## src/rtl/blok_besleyici.sv

```systemverilog
// Packs a byte stream MSB-first into 128-bit blocks and queues them for aes_engine.
// A block shows one cycle after its last byte. The FIFO absorbs engine stalls, and bayt_hazir drops when the FIFO is full. BLOK_DOLGU_EN selects PKCS#7 padding.
module blok_besleyici #(
   parameter int FIFO_DERINLIK  = 2,
   parameter int SAYAC_GENISLIK = 32
) (
   input  logic                               clk,
   input  logic                               rst,
   input  logic [7:0]                         bayt,
   input  logic                               bayt_gecerli,
   input  logic                               bayt_son,
   output logic                               bayt_hazir,
   output logic [127:0]                       blok,
   output logic                               g_gecerli,
   input  logic                               hazir,
   output logic                               blok_son,
   output logic [$clog2(FIFO_DERINLIK):0]     doluluk,
   output logic [SAYAC_GENISLIK-1:0]          blok_sayaci
);
   localparam int PW = $clog2(FIFO_DERINLIK);
   localparam int CW = PW + 1;
   localparam logic [CW-1:0] DOLU = CW'(FIFO_DERINLIK);

   typedef enum logic {TOPLA = 1'b0, DOLGU = 1'b1} durum_t;

   durum_t                    durum_q, durum_d;
   logic                      basla_q;
   logic [3:0]                idx_q, idx_d;
   logic [127:0]              acc_q, acc_d;
   logic [127:0]              mem_q [FIFO_DERINLIK];
   logic [FIFO_DERINLIK-1:0]  son_mem_q;
   logic [PW-1:0]             wr_q, rd_q;
   logic [CW-1:0]             dol_q;
   logic [SAYAC_GENISLIK-1:0] sayac_q;
   logic                      kabul, push, pop, push_son;
   logic [127:0]              yeni_acc, push_blok;

   assign bayt_hazir  = basla_q && (durum_q == TOPLA) && (dol_q < DOLU);
   assign g_gecerli   = (dol_q != '0);
   assign blok        = g_gecerli ? mem_q[rd_q] : '0;
   assign blok_son    = g_gecerli && son_mem_q[rd_q];
   assign doluluk     = dol_q;
   assign blok_sayaci = sayac_q;
   assign kabul       = bayt_gecerli && bayt_hazir;
   assign pop         = g_gecerli && hazir;

   always_comb begin
      yeni_acc = acc_q;
      yeni_acc[8*(15-int'(idx_q)) +: 8] = bayt;
      push      = 1'b0;
      push_blok = yeni_acc;
      push_son  = bayt_son;
      idx_d     = idx_q;
      acc_d     = acc_q;
      durum_d   = durum_q;
      if (kabul) begin
         if (idx_q == 4'd15 || bayt_son) begin
            push  = 1'b1;
            idx_d = 4'd0;
            acc_d = '0;
`ifdef BLOK_DOLGU_EN
            if (idx_q == 4'd15) begin
               // A message ending on a block boundary still needs a full pad block.
               push_son = 1'b0;
               if (bayt_son) durum_d = DOLGU;
            end else begin
               for (int k = 0; k < 16; k++)
                  if (k > int'(idx_q)) push_blok[8*(15-k) +: 8] = 8'(15 - int'(idx_q));
            end
`endif
         end else begin
            idx_d = idx_q + 4'd1;
            acc_d = yeni_acc;
         end
      end
`ifdef BLOK_DOLGU_EN
      if (durum_q == DOLGU && dol_q < DOLU) begin
         push      = 1'b1;
         push_blok = {16{8'h10}};
         push_son  = 1'b1;
         durum_d   = TOPLA;
      end
`endif
   end

   always_ff @(posedge clk or posedge rst) begin
      if (rst) begin
         durum_q   <= TOPLA;
         basla_q   <= 1'b0;
         idx_q     <= 4'd0;
         acc_q     <= '0;
         for (int i = 0; i < FIFO_DERINLIK; i++) mem_q[i] <= '0;
         son_mem_q <= '0;
         wr_q      <= '0;
         rd_q      <= '0;
         dol_q     <= '0;
         sayac_q   <= '0;
      end else begin
         basla_q <= 1'b1;
         durum_q <= durum_d;
         idx_q   <= idx_d;
         acc_q   <= acc_d;
         if (push) begin
            mem_q[wr_q]     <= push_blok;
            son_mem_q[wr_q] <= push_son;
            wr_q            <= wr_q + 1'b1;
         end
         if (pop) begin
            rd_q    <= rd_q + 1'b1;
            sayac_q <= sayac_q + 1'b1;
         end
         case ({push, pop})
            2'b10:   dol_q <= dol_q + 1'b1;
            2'b01:   dol_q <= dol_q - 1'b1;
            default: dol_q <= dol_q;
         endcase
      end
   end
endmodule
```

## config.mk

```make
export PLATFORM = sky130hd
export DESIGN_NAME = blok_besleyici
export DESIGN_NICKNAME = d
export VERILOG_FILES = /design/src/rtl/blok_besleyici.sv
export SDC_FILE = /design/constraint.sdc
export NUM_CORES = 1
export LEC_CHECK = 0
export BUFFER_PORTS_ARGS = -buffer_cell sky130_fd_sc_hd__buf_2
export CAP_MARGIN = 20
export CORE_MARGIN = 2
export CORE_UTILIZATION = 64
export CTS_CLUSTER_SIZE = 24
export DETAILED_ROUTE_END_ITERATION = 10
export MAX_ROUTING_LAYER = met4
export PLACE_DENSITY = 0.85
export RECOVER_POWER = 50
export SYNTH_ARGS = -nofsm -noshare
export SYNTH_HDL_FRONTEND = slang
export SYNTH_SLANG_ARGS = --single-unit
```

## constraint.sdc

```tcl
create_clock -name clk -period 27.3 [get_ports clk]
set_input_delay 2.73 -clock clk [delete_from_list [all_inputs] [get_ports clk]]
set_output_delay 2.73 -clock clk [all_outputs]
set_load 0.005 [all_outputs]
```

# Yosys cells after proc, flatten, opt, wreduce, memory -nomap -nowiden
# Index checks and enable logic that the tools add are counted.
[word_totals]
input_bits = 13
latchBits = 0
romBits = 0
mem_count = 0
ramBits = 0
regBits = 427
output_inout_bits = 165
[classes]
n_lt_le_gt_ge = 7
n_bitwise = 2
eq_ne = 3
muxes = 18
shifts = 2
div = 0
n_mul = 0
addsub = 8
n_reduce_logical = 9
[ops]
columns = ["op", "count"]
rows = [
  ["$mux 128", 6],
  ["$bwmux 256", 1],
  ["$bwmux 128", 1],
  ["$demux 128 s1", 1],
  ["$shift 8x33->128 const A", 1],
  ["$shiftx 8x33->128", 1],
  ["$neg 8->33", 1],
  ["$add 32x1->32 const B", 1],
  ["$logic_and 1x1->1", 6],
  ["$mux 1", 5],
  ["$sub 4x4->5 const A", 1],
  ["$add 4x1->4 const B", 1],
  ["$eq 4x4->1 const B", 1],
  ["$ge 2x2->1 const B", 2],
  ["$lt 1x2->1 const B", 2],
  ["$mux 4", 1],
  ["$not 1->2", 2],
  ["$pmux 2 s2", 1],
  ["$reduce_bool 2->1", 2],
  ["$add 1x1->1 const B", 2],
  ["$add 2x1->2 const B", 1],
  ["$bwmux 2", 1],
  ["$eq 2x1->1 const B", 1],
  ["$eq 2x2->1 const B", 1],
  ["6 further kinds", 6],
]

# Longest topological paths before layout
# Gate-level depths: netlist (run 1).
[depth]
ltp_word = 6
mapped_depth = 10

# Least setup slack after synthesis (run 1)
# OpenSTA, ideal clock, no wires.
[synth_path]
path_type = "input -> register"
startpoint = "in bayt_gecerli"
endpoint = "reg dol_q[1], in the netlist doluluk[1]"
stages = 9
required_ns = 27.172
path_buffers = 2
path_slack_ns = 23.150
t_arrival_ns = 4.022
cell_sequence = "nand3b_1 > buf_2 > nor2_1 > buf_2 > inv_1 > ha_1 > xnor2_1 > nor2_1 > xor2_1"
[synth_via]
elab_chain_cells = 4
[synth_lines]
columns = ["item", "line_no", "source"]
rows = [
  ["from (decl)", "10", "input logic bayt_gecerli,"],
  ["$logic_and 1x1->1 *", "44", "assign kabul = bayt_gecerli && bayt_hazir;"],
  ["$mux 1 *", "56", "if (kabul) begin"],
  ["$eq 2x1->1 / $eq 2x2->1 (equally long branches)", "112", "case ({push, pop})"],
  ["$pmux 2 s2 / $reduce_bool 2->1 (equally long branches)", "--", ""],
  ["to (signal assigned)", "113", "2'b10: dol_q <= dol_q + 1'b1;"],
  ["to (signal assigned)", "114", "2'b01: dol_q <= dol_q - 1'b1;"],
  ["to (signal assigned)", "115", "default: dol_q <= dol_q;"],
  ["to (decl)", "33", "logic [CW-1:0] dol_q;"],
]
# Every way passes the cells marked *; elsewhere a longest branch is shown, timed or not.
# A chain may end at the register's enable or synchronous reset.

==> flow_summary_export.csv, run 1 <==
group,metric,value,unit
drt,post-route-drc-count,0,
timing,report.final.setup_viol,0,
floorplan,io_pins,178,
global_route,grt_max_degree,130,
worst_hold_path,hp-start,"blok_sayaci[31]",
yosys,number_of_synthesized_flops_with_an_enable_pin,0,
cts,cts.repair_timing.setup_buffer_count,0,
yosys,synth_top_cell_by_area,"sky130_fd_sc_hd__dfrtp_1",
yosys,postSynth.topFlopCell,"sky130_fd_sc_hd__dfrtp_1",
floorplan,floorplan_die_width,178.7,microns
timing,layout_skew,13.77,ps
yosys,ys_seq_elements,427,
global_route,number_of_antenna_violations_at_the_first_check_in_global_routing,2,
timing,final-hold-violation-count,0,
drt,totalWireLength,49.67,mm
drt,drt_pre_antenna_iters,6,
floorplan,core,29870,sq um
global_route,via_count_of_the_first_global_routing_pass,14586,
cts,cts_buffers,43,
critical_path,cp_data_arrival_time,9010,ps
placement,detailedPlacementHpwl,30.84,mm
cts,numClockSinks,427,
cells_and_area,fill_cells,2032,
cts,clk_pin_slew,60,ps
placement,place.port_buffers,177,
drt,met2_length,23.77,mm
critical_path,crit_path_start,"rst",
yosys,synth.yosys.seq_area_share,54.70,%
drt,ant_nets,0,
cts,cts.path.max_buffers,3,
yosys,yosys.cell_count.top_type,"sky130_fd_sc_hd__dfrtp_1",
critical_path,rrSetupSlack,22670,ps
power,clock_power_share,24.5,%
yosys,post_synth_inst_count,1876,
power,total_switching_power,0.0009126,W
timing,grt_setup_unrepaired,"no",
critical_path,timing.critical_path.from_type,"input port",
drt,num_vias,15070,
timing,fin_hold_ws,479.9,ps
floorplan,initial_core_utilization,65.39,%
yosys,yosys_warnings,0,
flow_run,drv_cap,6,
yosys,post-synth-top-area-fraction,54.70,%
drt,vias_per_cell,6.311,
timing,final_max_slew_viol_count,443,
yosys,async_flop_share,100.0,%
cts,ctsResizeCount,0,
drt,routed.top_layer,"met4",
yosys,syn_avg_cell_area,10.41,sq um
outcome,outcome,"complete, but fails checks",
timing,worst-slew-pin-transition,5621,ps
placement,gp_congestion,0.8677,
timing,timing.max_slew.rel_slack,-276.8,%
global_route,grt_overflow_total,0,
critical_path,ff2ff_path_depth,8,
power,power_frac_comb,36.4,%
cells_and_area,final_nets,1984,
floorplan,rows,63,
worst_hold_path,hold_path_class,"reg2reg",
yosys,synth.net_count,1895,
power,power_switching_share,36.33,%
cts,htreeDepth,2,
drt,met3_wirelength,4.107,mm
critical_path,worst-setup-path-type,"in2async",
power,irDropWorstVdd,75.43,uV
yosys,synth.distinct_cells,56,
cts,clock_insertion_delay_worst_skew,540,ps
critical_path,cp-end-kind,"asynchronous set/reset pin",
cts,cts_tree,"built",
cts,hold_buffers,0,
drt,wl_met1,20.64,mm
timing,setup-tns-final,0,ps
critical_path,crit_required,26460,ps
yosys,cell_types_occupying_the_most_area_after_synthesis,"sky130_fd_sc_hd__dfrtp_1 (55%), sky130_fd_sc_hd__mux2i_1 (12%), sky130_fd_sc_hd__nor2_1 (7.8%)",
cts,root_buffer,"sky130_fd_sc_hd__clkbuf_16",
floorplan,die_h,178.7,microns
worst_hold_path,min_delay_worst_endpoint,"blok_sayaci[31]",
power,static_leakage,10.06,nW
yosys,synth.top_cells.by_count,"sky130_fd_sc_hd__dfrtp_1 (427), sky130_fd_sc_hd__nor2_1 (406), sky130_fd_sc_hd__mux2i_1 (225)",
critical_path,worstReg2RegStart,"idx_q[0]",
power,pwr_density_cell,115.3,nW/um^2
timing,final_min_period_over_clock_period,36.07,%
power,cellInternalPower,0.001599,W
critical_path,worstPathMaxFanout,129,
outcome,violations,"max-capacitance violations, max-slew violations",
cells_and_area,area_growth_syn_to_layout,11.46,%
power,sequentialPowerShare,39.1,%
timing,layout_min_cycle_time,9847,ps
cells_and_area,drive_gt1_share,12.78,%
global_route,grt_util_all_layers,31.95,%
drt,avgRoutedWirePerCell,20.80,microns
worst_hold_path,whs_path_depth,1,
global_route,grt_first_pass_wirelength,78.04,mm
yosys,synthesis.area,19530,sq um
drt,drt_iter0_drc,1408,
timing,fmax,0.1016,GHz
critical_path,crit-reg2reg-capture,"mem_q[223]",
floorplan,die_area,31940,sq um
-- stage by stage --
step           setup WS, ps  power [W]  cell area [sq um]  util, %  std cells
2_1_floorplan         12680   0.001573              19540        -       1876
3_3_place_gp          22010   0.001846              20360    68.15       2307
3_5_place_dp          21930   0.001891              20370    68.17       2308
4_1_cts               21780   0.002514              21850    73.14       2384
5_1_grt               15920   0.002663              21770    72.89       2388
6_report              17450   0.002512              21770    72.89       2388
-- registers in the layout, indices dropped and copies added (netlist names) --
name         cells
doluluk          2
rd_q             1
idx_q            4
mem_q          256
acc_q          128
wr_q             1
son_mem_q        2
blok_sayaci     32
basla_q          1
-- cell families after synthesis --
logic type | count (synthesis) | share of synthesized area (%)
AND/OR/NAND/NOR | 577 | 13.25
buffers and inverters | 161 | 3.817
flip-flops | 427 | 54.70
AO/OA/AOI/OAI | 439 | 14.37
other | 1 | 0.01920
multiplexers | 228 | 11.70
XOR/XNOR | 37 | 1.755
adder cells (fa/ha/maj) | 6 | 0.3843
-- critical path: stages --
cell and delay [ps]:
sky130_fd_sc_hd__buf_2 100, sky130_fd_sc_hd__clkinvlp_2 3110, sky130_fd_sc_hd__clkbuf_1 2960
-- worst max path at each step --
stage,endpoint,cells past startpoint
floorplan,acc_q[0],1
global placement,mem_q[135],4
detailed placement,mem_q[135],4
CTS,blok[10],5
global route,rd_q,3
finish,rd_q,3
-- layer usage --
layer	vias up	track usage [%]
li1	6761	-
met1	7526	43.35
met2	683	50.24
met3	100	4.771
met4	0	10.26
met5	-	-
-- cells in the final DEF, fill, tap and decap left out, types with 31 or more instances in the layout --
master / synthesis / routed
sky130_fd_sc_hd__mux2i_1: 225 / 225
sky130_fd_sc_hd__nand3_1: 46 / 46
sky130_fd_sc_hd__a31oi_1: 67 / 67
sky130_fd_sc_hd__nor2_1: 406 / 407
sky130_fd_sc_hd__dfrtp_1: 427 / 426
sky130_fd_sc_hd__clkbuf_1: 61 / 41
sky130_fd_sc_hd__o21ai_0: 35 / 38
sky130_fd_sc_hd__buf_2: 65 / 152
sky130_fd_sc_hd__a22o_1: 96 / 96
sky130_fd_sc_hd__clkbuf_16: 0 / 45
sky130_fd_sc_hd__a21oi_1: 195 / 195
sky130_fd_sc_hd__xnor2_1: 31 / 31
-- power by group through the flow --
stage / registers [W] / clock network [W] / logic (W)
finish: 0.000981 / 0.000616 / 0.000915
detailed placement: 0.000987 / 0 / 0.000904
global placement: 0.000972 / 0 / 0.000874
global route: 0.00100 / 0.000644 / 0.00102
floorplan: 0.000946 / 0 / 0.000627
CTS: 0.000979 / 0.000619 / 0.000917
-- area by class of cell --
type                       instances  area [sq um]  share of cell area, %
multi-input combinational       1288          8082                  37.11
tap                              390         488.0                  2.241
antenna                            2         5.005                0.02298
sequential                       427         10690                  49.09
timing repair buffer             197         994.7                  4.568
clock buffer                      66          1335                  6.131
inverter                           8         31.28                 0.1437
clock inverter                    10         150.1                 0.6895
Power figures use the tool's default switching activity.
==> run 2: changes to the inputs <==
--- a/config.mk
+++ b/config.mk
@@ -8,11 +8,11 @@
 export BUFFER_PORTS_ARGS = -buffer_cell sky130_fd_sc_hd__buf_2
 export CAP_MARGIN = 20
 export CORE_MARGIN = 2
-export CORE_UTILIZATION = 64
+export CORE_UTILIZATION = 54
 export CTS_CLUSTER_SIZE = 24
 export DETAILED_ROUTE_END_ITERATION = 10
 export MAX_ROUTING_LAYER = met4
-export PLACE_DENSITY = 0.85
+export PLACE_DENSITY = 0.76
 export RECOVER_POWER = 50
 export SYNTH_ARGS = -nofsm -noshare
 export SYNTH_HDL_FRONTEND = slang
==> constraint.sdc (replaced) <==
create_clock -name clk -period 8.84 [get_ports clk]
set_input_delay 0.884 -clock clk [delete_from_list [all_inputs] [get_ports clk]]
set_output_delay 0.884 -clock clk [all_outputs]
set_load 0.005 [all_outputs]
==> run 2 against run 1 <==
The run still ends with max-capacitance violations, max-slew violations left. Flip-flop and latch count did not move. Global-route usage is 5.2 points lower. Highest routed layer unchanged. Power grew to 3.1 times the previous value. Cell area grew 0.51%. Worst setup slack got worse by 14000 ps.
==> flow_summary_export.csv, run 2 (same netlist as run 1, synthesis figures left out) <==
group,metric,value,unit
critical_path,worstPathMaxFanout,72,
drt,totalWireLength,49.36,mm
power,pwr_density_cell,350.5,nW/um^2
power,static_leakage,10.11,nW
global_route,number_of_antenna_violations_at_the_first_check_in_global_routing,2,
cells_and_area,postLayoutCellArea,21880,sq um
timing,timing.max_slew.rel_slack,-168.3,%
timing,worst-slew-pin-transition,4024,ps
timing,grt_setup_unrepaired,"no",
cts,ctsResizeCount,0,
timing,layout_skew,23.02,ps
global_route,grt_overflow_total,0,
floorplan,initial_core_utilization,54.92,%
global_route,via_count_of_the_first_global_routing_pass,14554,
timing,layout_min_cycle_time,4960,ps
cts,numClockSinks,427,
power,power_frac_comb,36.6,%
cts,cts_tree,"built",
cts,cts.repair_timing.setup_buffer_count,0,
timing,setup-tns-final,0,ps
outcome,outcome,"complete, but fails checks",
floorplan,floorplan_die_width,194.2,microns
drt,ant_nets,0,
critical_path,timing.critical_path.from_type,"input port",
cts,cts.path.max_buffers,3,
drt,drt_iter0_drc,1158,
placement,gp_congestion,0.8367,
cts,htreeDepth,2,
drt,post-route-drc-count,0,
drt,avgRoutedWirePerCell,20.04,microns
cells_and_area,number_of_flip_flops_in_the_largest_register,256,
power,irDropWorstVdd,219.3,uV
flow_run,drv_cap,3,
timing,report.final.setup_viol,0,
power,cellInternalPower,0.004846,W
global_route,grt_max_degree,193,
timing,final-hold-violation-count,0,
cts,root_buffer,"sky130_fd_sc_hd__clkbuf_16",
cells_and_area,final_nets,1988,
placement,postPlaceCellArea,20460,sq um
timing,final_min_period_over_clock_period,56.11,%
power,clock_power_share,23.5,%
critical_path,worst-setup-path-type,"in2async",
global_route,grt_first_pass_wirelength,79.06,mm
global_route,grt_util_all_layers,26.73,%
floorplan,die_area,37710,sq um
power,power_switching_share,36.83,%
worst_hold_path,hold_path_class,"reg2reg",
floorplan,core,35570,sq um
cells_and_area,mostFrequentLayoutCells,"sky130_fd_sc_hd__dfrtp_1 (426), sky130_fd_sc_hd__nor2_1 (405), sky130_fd_sc_hd__mux2i_1 (225), sky130_fd_sc_hd__a21oi_1 (195), sky130_fd_sc_hd__buf_2 (164)",
drt,num_vias,14800,
outcome,violations,"max-capacitance violations, max-slew violations",
drt,drt_pre_antenna_iters,5,
power,total_switching_power,0.002826,W
placement,detailedPlacementHpwl,31.75,mm
cells_and_area,drive_gt1_share,13.90,%
timing,fmax,0.2016,GHz
cts,hold_buffers,0,
floorplan,io_pins,178,
critical_path,cp-end-kind,"asynchronous set/reset pin",
critical_path,cp_data_arrival_time,4250,ps
floorplan,die_h,194.2,microns
power,sequentialPowerShare,39.9,%
floorplan,rows,69,
cells_and_area,area_growth_syn_to_layout,12.03,%
cts,clk_pin_slew,60,ps
cts,clock_insertion_delay_worst_skew,550,ps
cells_and_area,registers.top_by_ff_count,"mem_q",
drt,vias_per_cell,6.009,
cts,cts_buffers,44,
timing,final_max_slew_viol_count,217,
cells_and_area,layout_commonest_cell,"sky130_fd_sc_hd__dfrtp_1",
critical_path,crit_required,8130,ps
placement,place.port_buffers,177,
==> run 2: cell types whose count changed in the layout (fill, tap and decap cells not counted), sizes merged <==
cell | before | now
inv | 7 | 9
bufinv | 4 | 1
buf | 164 | 181
clkbuf | 99 | 85
clkinv | 6 | 8
==> run 2: worst paths after layout <==
path / start / end / slack (ps) / depth (start not counted)
setup / recovery: rst / rd_q / 3880 / 4
hold / removal: blok_sayaci[31] / blok_sayaci[31] / 460 / 1
setup reg to reg: doluluk[1] / doluluk[1] / 4880 / 9
hold reg to reg: blok_sayaci[31] / blok_sayaci[31] / 460 / 1
max in group clk: doluluk[1] / blok[42] / 4270 / 4
min in group asynchronous: rst / mem_q[175] / 480 / 3
==> run 2: worst max-delay path, cell delays in order <==
cell	delay (ps)
sky130_fd_sc_hd__clkbuf_1	90
sky130_fd_sc_hd__clkinvlp_2	80
sky130_fd_sc_hd__clkbuf_1	490
sky130_fd_sc_hd__clkbuf_1	2640
==> run 2: metal layers <==
| metal | global-route usage [%] | vias to the layer above | routed length, microns |
|---|---|---|---|
| met1 | 36.17 | 7343 | 21100 |
| met4 | 8.277 | 0 | 1425 |
| li1 | - | 6799 | - |
| met3 | 4.853 | 112 | 3646 |
| met2 | 41.33 | 546 | 23180 |
| met5 | - | - | 0 |
==> run 2: layout make-up <==
class | count | area [sq um]
fill | 2871 | 13680
inverter | 8 | 31.28
antenna | 2 | 5.005
tap | 461 | 576.8
multi-input combinational | 1288 | 8107
clock inverter | 11 | 87.58
timing repair buffer | 200 | 1074
sequential | 427 | 10690
clock buffer | 66 | 1315
==> run 2: per-stage QoR <==
stage	setup slack, ps	std cells	power, W	utilization (%)	hold WS [ps]
global route	2736	2463	0.008173	61.53	481.2
floorplan	2193	1876	0.004858	-	455.4
global placement	4946	2378	0.005761	57.51	457.5
detailed placement	4876	2379	0.005882	57.53	461.7
finish	3880	2463	0.007672	61.53	462.1
CTS	4277	2456	0.007698	61.47	469.1
==> run 2: power groups by stage <==
stage	Combinational (W)	Clock (W)	Sequential [W]
6_report	0.00281	0.00180	0.00306
5_1_grt	0.00312	0.00191	0.00314
4_1_cts	0.00278	0.00183	0.00310
3_5_place_dp	0.00275	0	0.00313
3_3_place_gp	0.00266	0	0.00310
2_1_floorplan	0.00194	0	0.00292
==> run 3: changes to the inputs <==
--- a/config.mk
+++ b/config.mk
@@ -8,11 +8,11 @@
 export BUFFER_PORTS_ARGS = -buffer_cell sky130_fd_sc_hd__buf_2
 export CAP_MARGIN = 20
 export CORE_MARGIN = 2
-export CORE_UTILIZATION = 54
+export CORE_UTILIZATION = 60
 export CTS_CLUSTER_SIZE = 24
 export DETAILED_ROUTE_END_ITERATION = 10
 export MAX_ROUTING_LAYER = met4
-export PLACE_DENSITY = 0.76
+export PLACE_DENSITY = 0.8
 export RECOVER_POWER = 50
 export SYNTH_ARGS = -nofsm -noshare
 export SYNTH_HDL_FRONTEND = slang
==> constraint.sdc (replaced) <==
create_clock -name clk -period 4.9 [get_ports clk]
set_input_delay 0.49 -clock clk [delete_from_list [all_inputs] [get_ports clk]]
set_output_delay 0.49 -clock clk [all_outputs]
set_load 0.005 [all_outputs]
==> run 3 against run 2 <==
The run still ends with max-capacitance violations, max-slew violations left. Clock power up 94%. Sequential power up 80%. Clock skew down 7.8 ps. Worst hold slack worse by 230 ps. Die area down 9.8%. Sequential share of layout area down 0.25 points. Non-clock buffer count down 1. Core utilization up 6.6 points. Worst setup slack worse by 2300 ps. Global-route usage up 3.0 points. Cell area up 0.51%. Critical path type is now reg2reg. Critical endpoint is now acc_q[24]. Highest routed layer unchanged.
==> flow_summary_export.csv, run 3 (same netlist as run 1, synthesis figures left out) <==
group,metric,value,unit
cts,cts.repair_timing.setup_buffer_count,0,
timing,setup-tns-final,0,ps
cts,root_buffer,"sky130_fd_sc_hd__clkbuf_16",
floorplan,rows,66,
floorplan,die_area,34020,sq um
global_route,grt_first_pass_wirelength,77.69,mm
placement,detailedPlacementHpwl,30.46,mm
timing,timing.max_slew.rel_slack,-39.48,%
cells_and_area,final-instance-count-excl-fill,2445,
cells_and_area,registers.top_by_ff_count,"mem_q",
timing,layout_min_cycle_time,3306,ps
flow_run,drv_cap,3,
cts,numClockSinks,427,
power,cellInternalPower,0.008961,W
drt,post-route-drc-count,0,
critical_path,worst-setup-path-type,"reg2reg",
power,total_switching_power,0.005079,W
floorplan,floorplan_die_width,184.4,microns
placement,gp_congestion,0.8830,
global_route,grt_util_all_layers,29.72,%
timing,final_min_period_over_clock_period,67.46,%
cts,cts_tree,"built",
timing,final-hold-violation-count,0,
cells_and_area,postLayoutCellArea,22000,sq um
timing,final_max_slew_viol_count,300,
cells_and_area,area_growth_syn_to_layout,12.60,%
global_route,via_count_of_the_first_global_routing_pass,14322,
cells_and_area,final_nets,1986,
worst_hold_path,hold_path_class,"in2reg",
global_route,grt_overflow_total,0,
timing,worst-slew-pin-transition,2092,ps
drt,vias_per_cell,6.116,
placement,place.port_buffers,177,
cells_and_area,layout_commonest_cell,"sky130_fd_sc_hd__dfrtp_1",
critical_path,rrSetupSlack,1590,ps
power,power_switching_share,36.18,%
critical_path,timing.critical_path.from_type,"flop",
timing,fmax,0.3025,GHz
power,power_frac_comb,35.9,%
cells_and_area,drive_gt1_share,13.75,%
drt,drt_iter0_drc,1549,
cts,cts.path.max_buffers,3,
global_route,number_of_antenna_violations_at_the_first_check_in_global_routing,2,
power,clock_power_share,24.8,%
cts,clock_insertion_delay_worst_skew,540,ps
outcome,outcome,"complete, but fails checks",
floorplan,die_h,184.4,microns
power,sequentialPowerShare,39.2,%
cts,clk_pin_slew,70,ps
global_route,grt_max_degree,171,
cts,htreeDepth,2,
floorplan,core,32290,sq um
cells_and_area,fill_cells,2440,
power,pwr_density_cell,638.3,nW/um^2
placement,post-place-cells,2361,
floorplan,initial_core_utilization,60.50,%
drt,num_vias,14953,
timing,report.final.setup_viol,0,
floorplan,io_pins,178,
outcome,violations,"max-capacitance violations, max-slew violations",
power,irDropWorstVdd,399.1,uV
drt,drt_pre_antenna_iters,7,
cells_and_area,number_of_flip_flops_in_the_largest_register,256,
drt,avgRoutedWirePerCell,20.07,microns
critical_path,cp_data_arrival_time,3770,ps
power,static_leakage,10.13,nW
drt,totalWireLength,49.06,mm
timing,layout_skew,15.25,ps
cts,cts_buffers,43,
timing,grt_setup_unrepaired,"no",
critical_path,worstPathMaxFanout,14,
cells_and_area,mostFrequentLayoutCells,"sky130_fd_sc_hd__dfrtp_1 (426), sky130_fd_sc_hd__nor2_1 (405), sky130_fd_sc_hd__mux2i_1 (225), sky130_fd_sc_hd__a21oi_1 (195), sky130_fd_sc_hd__buf_2 (157)",
drt,ant_nets,0,
placement,postPlaceCellArea,20520,sq um
critical_path,crit_required,5370,ps
critical_path,cp-end-kind,"flop",
[run 3: cell count changes in the layout (fill, tap and decap cells not counted), moves of 3 or more]
cell / before / now
sky130_fd_sc_hd__clkinv_2: 8 / 4
sky130_fd_sc_hd__bufinv_16: 1 / 4
sky130_fd_sc_hd__buf_12: 1 / 6
sky130_fd_sc_hd__clkbuf_8: 11 / 15
sky130_fd_sc_hd__buf_4: 14 / 10
sky130_fd_sc_hd__buf_2: 164 / 157
[run 3: worst paths after layout]
| kind | cells after the start | from | to |
|---|---|---|---|
| worst max-delay path | 5 | idx_q[0] | acc_q[24] |
| worst min register to register | 1 | blok_sayaci[31] | blok_sayaci[31] |
| max in group asynchronous | 5 | rst | mem_q[51] |
| worst max register to register | 5 | idx_q[0] | acc_q[24] |
| worst min-delay path | 2 | bayt_son | idx_q[2] |
| min in group asynchronous | 3 | rst | mem_q[171] |
[run 3: power by group through the flow]
stage                     clock (W)  sequential (W)  combinational (W)
final                       0.00349         0.00551            0.00504
after global routing        0.00365         0.00566            0.00560
after CTS                   0.00350         0.00550            0.00506
after detailed placement          0         0.00555            0.00501
after global placement            0         0.00548            0.00487
after floorplan                   0         0.00527            0.00349
[run 3: timing repair]
item / 4_1_cts / 5_1_grt
endpoints found under the hold margin: 8 / 0
gates resized for setup: 0 / 0
hold buffers: 1 / 0
[run 3: layout make-up]
type	instances	area [sq um]	share of cell area (%)
diodes	3	7.507	0.03413
clock buffers	68	1363	6.195
clock inverters	10	155.1	0.7053
inverters	8	31.28	0.1422
multi-input cells	1288	8107	36.85
flip-flops and latches	427	10690	48.59
well taps	442	553.0	2.514
repair buffers	199	1091	4.960
[run 3: per-layer routing]
layer,track usage [%],vias up,part of all wire (%)
met5,-,-,0
met4,9.216,0,2.5
met1,41.46,7499,43
met2,45.32,569,47
met3,4.584,103,6.9
li1,-,6782,-
[run 3: metrics by stage]
step                      total power, W  utilization [%]  setup slack (ps)  hold WS (ps)
final                            0.01404            68.12              1594         234.3
after global routing             0.01491            68.12              1263         245.6
after detailed placement         0.01056            63.56              1795         462.3
after global placement           0.01035            63.56              1897         456.2
after floorplan                 0.008764                -             -1353         455.4
after CTS                        0.01407            68.29              1774         253.0
[run 3: worst max-delay path, stage by stage (launching register included)]
cell and delay (ps):
sky130_fd_sc_hd__dfrtp_1 520, sky130_fd_sc_hd__ha_1 410, sky130_fd_sc_hd__a31oi_1 700, sky130_fd_sc_hd__nand2_1 720
sky130_fd_sc_hd__nor3_2 630, sky130_fd_sc_hd__a22o_1 250
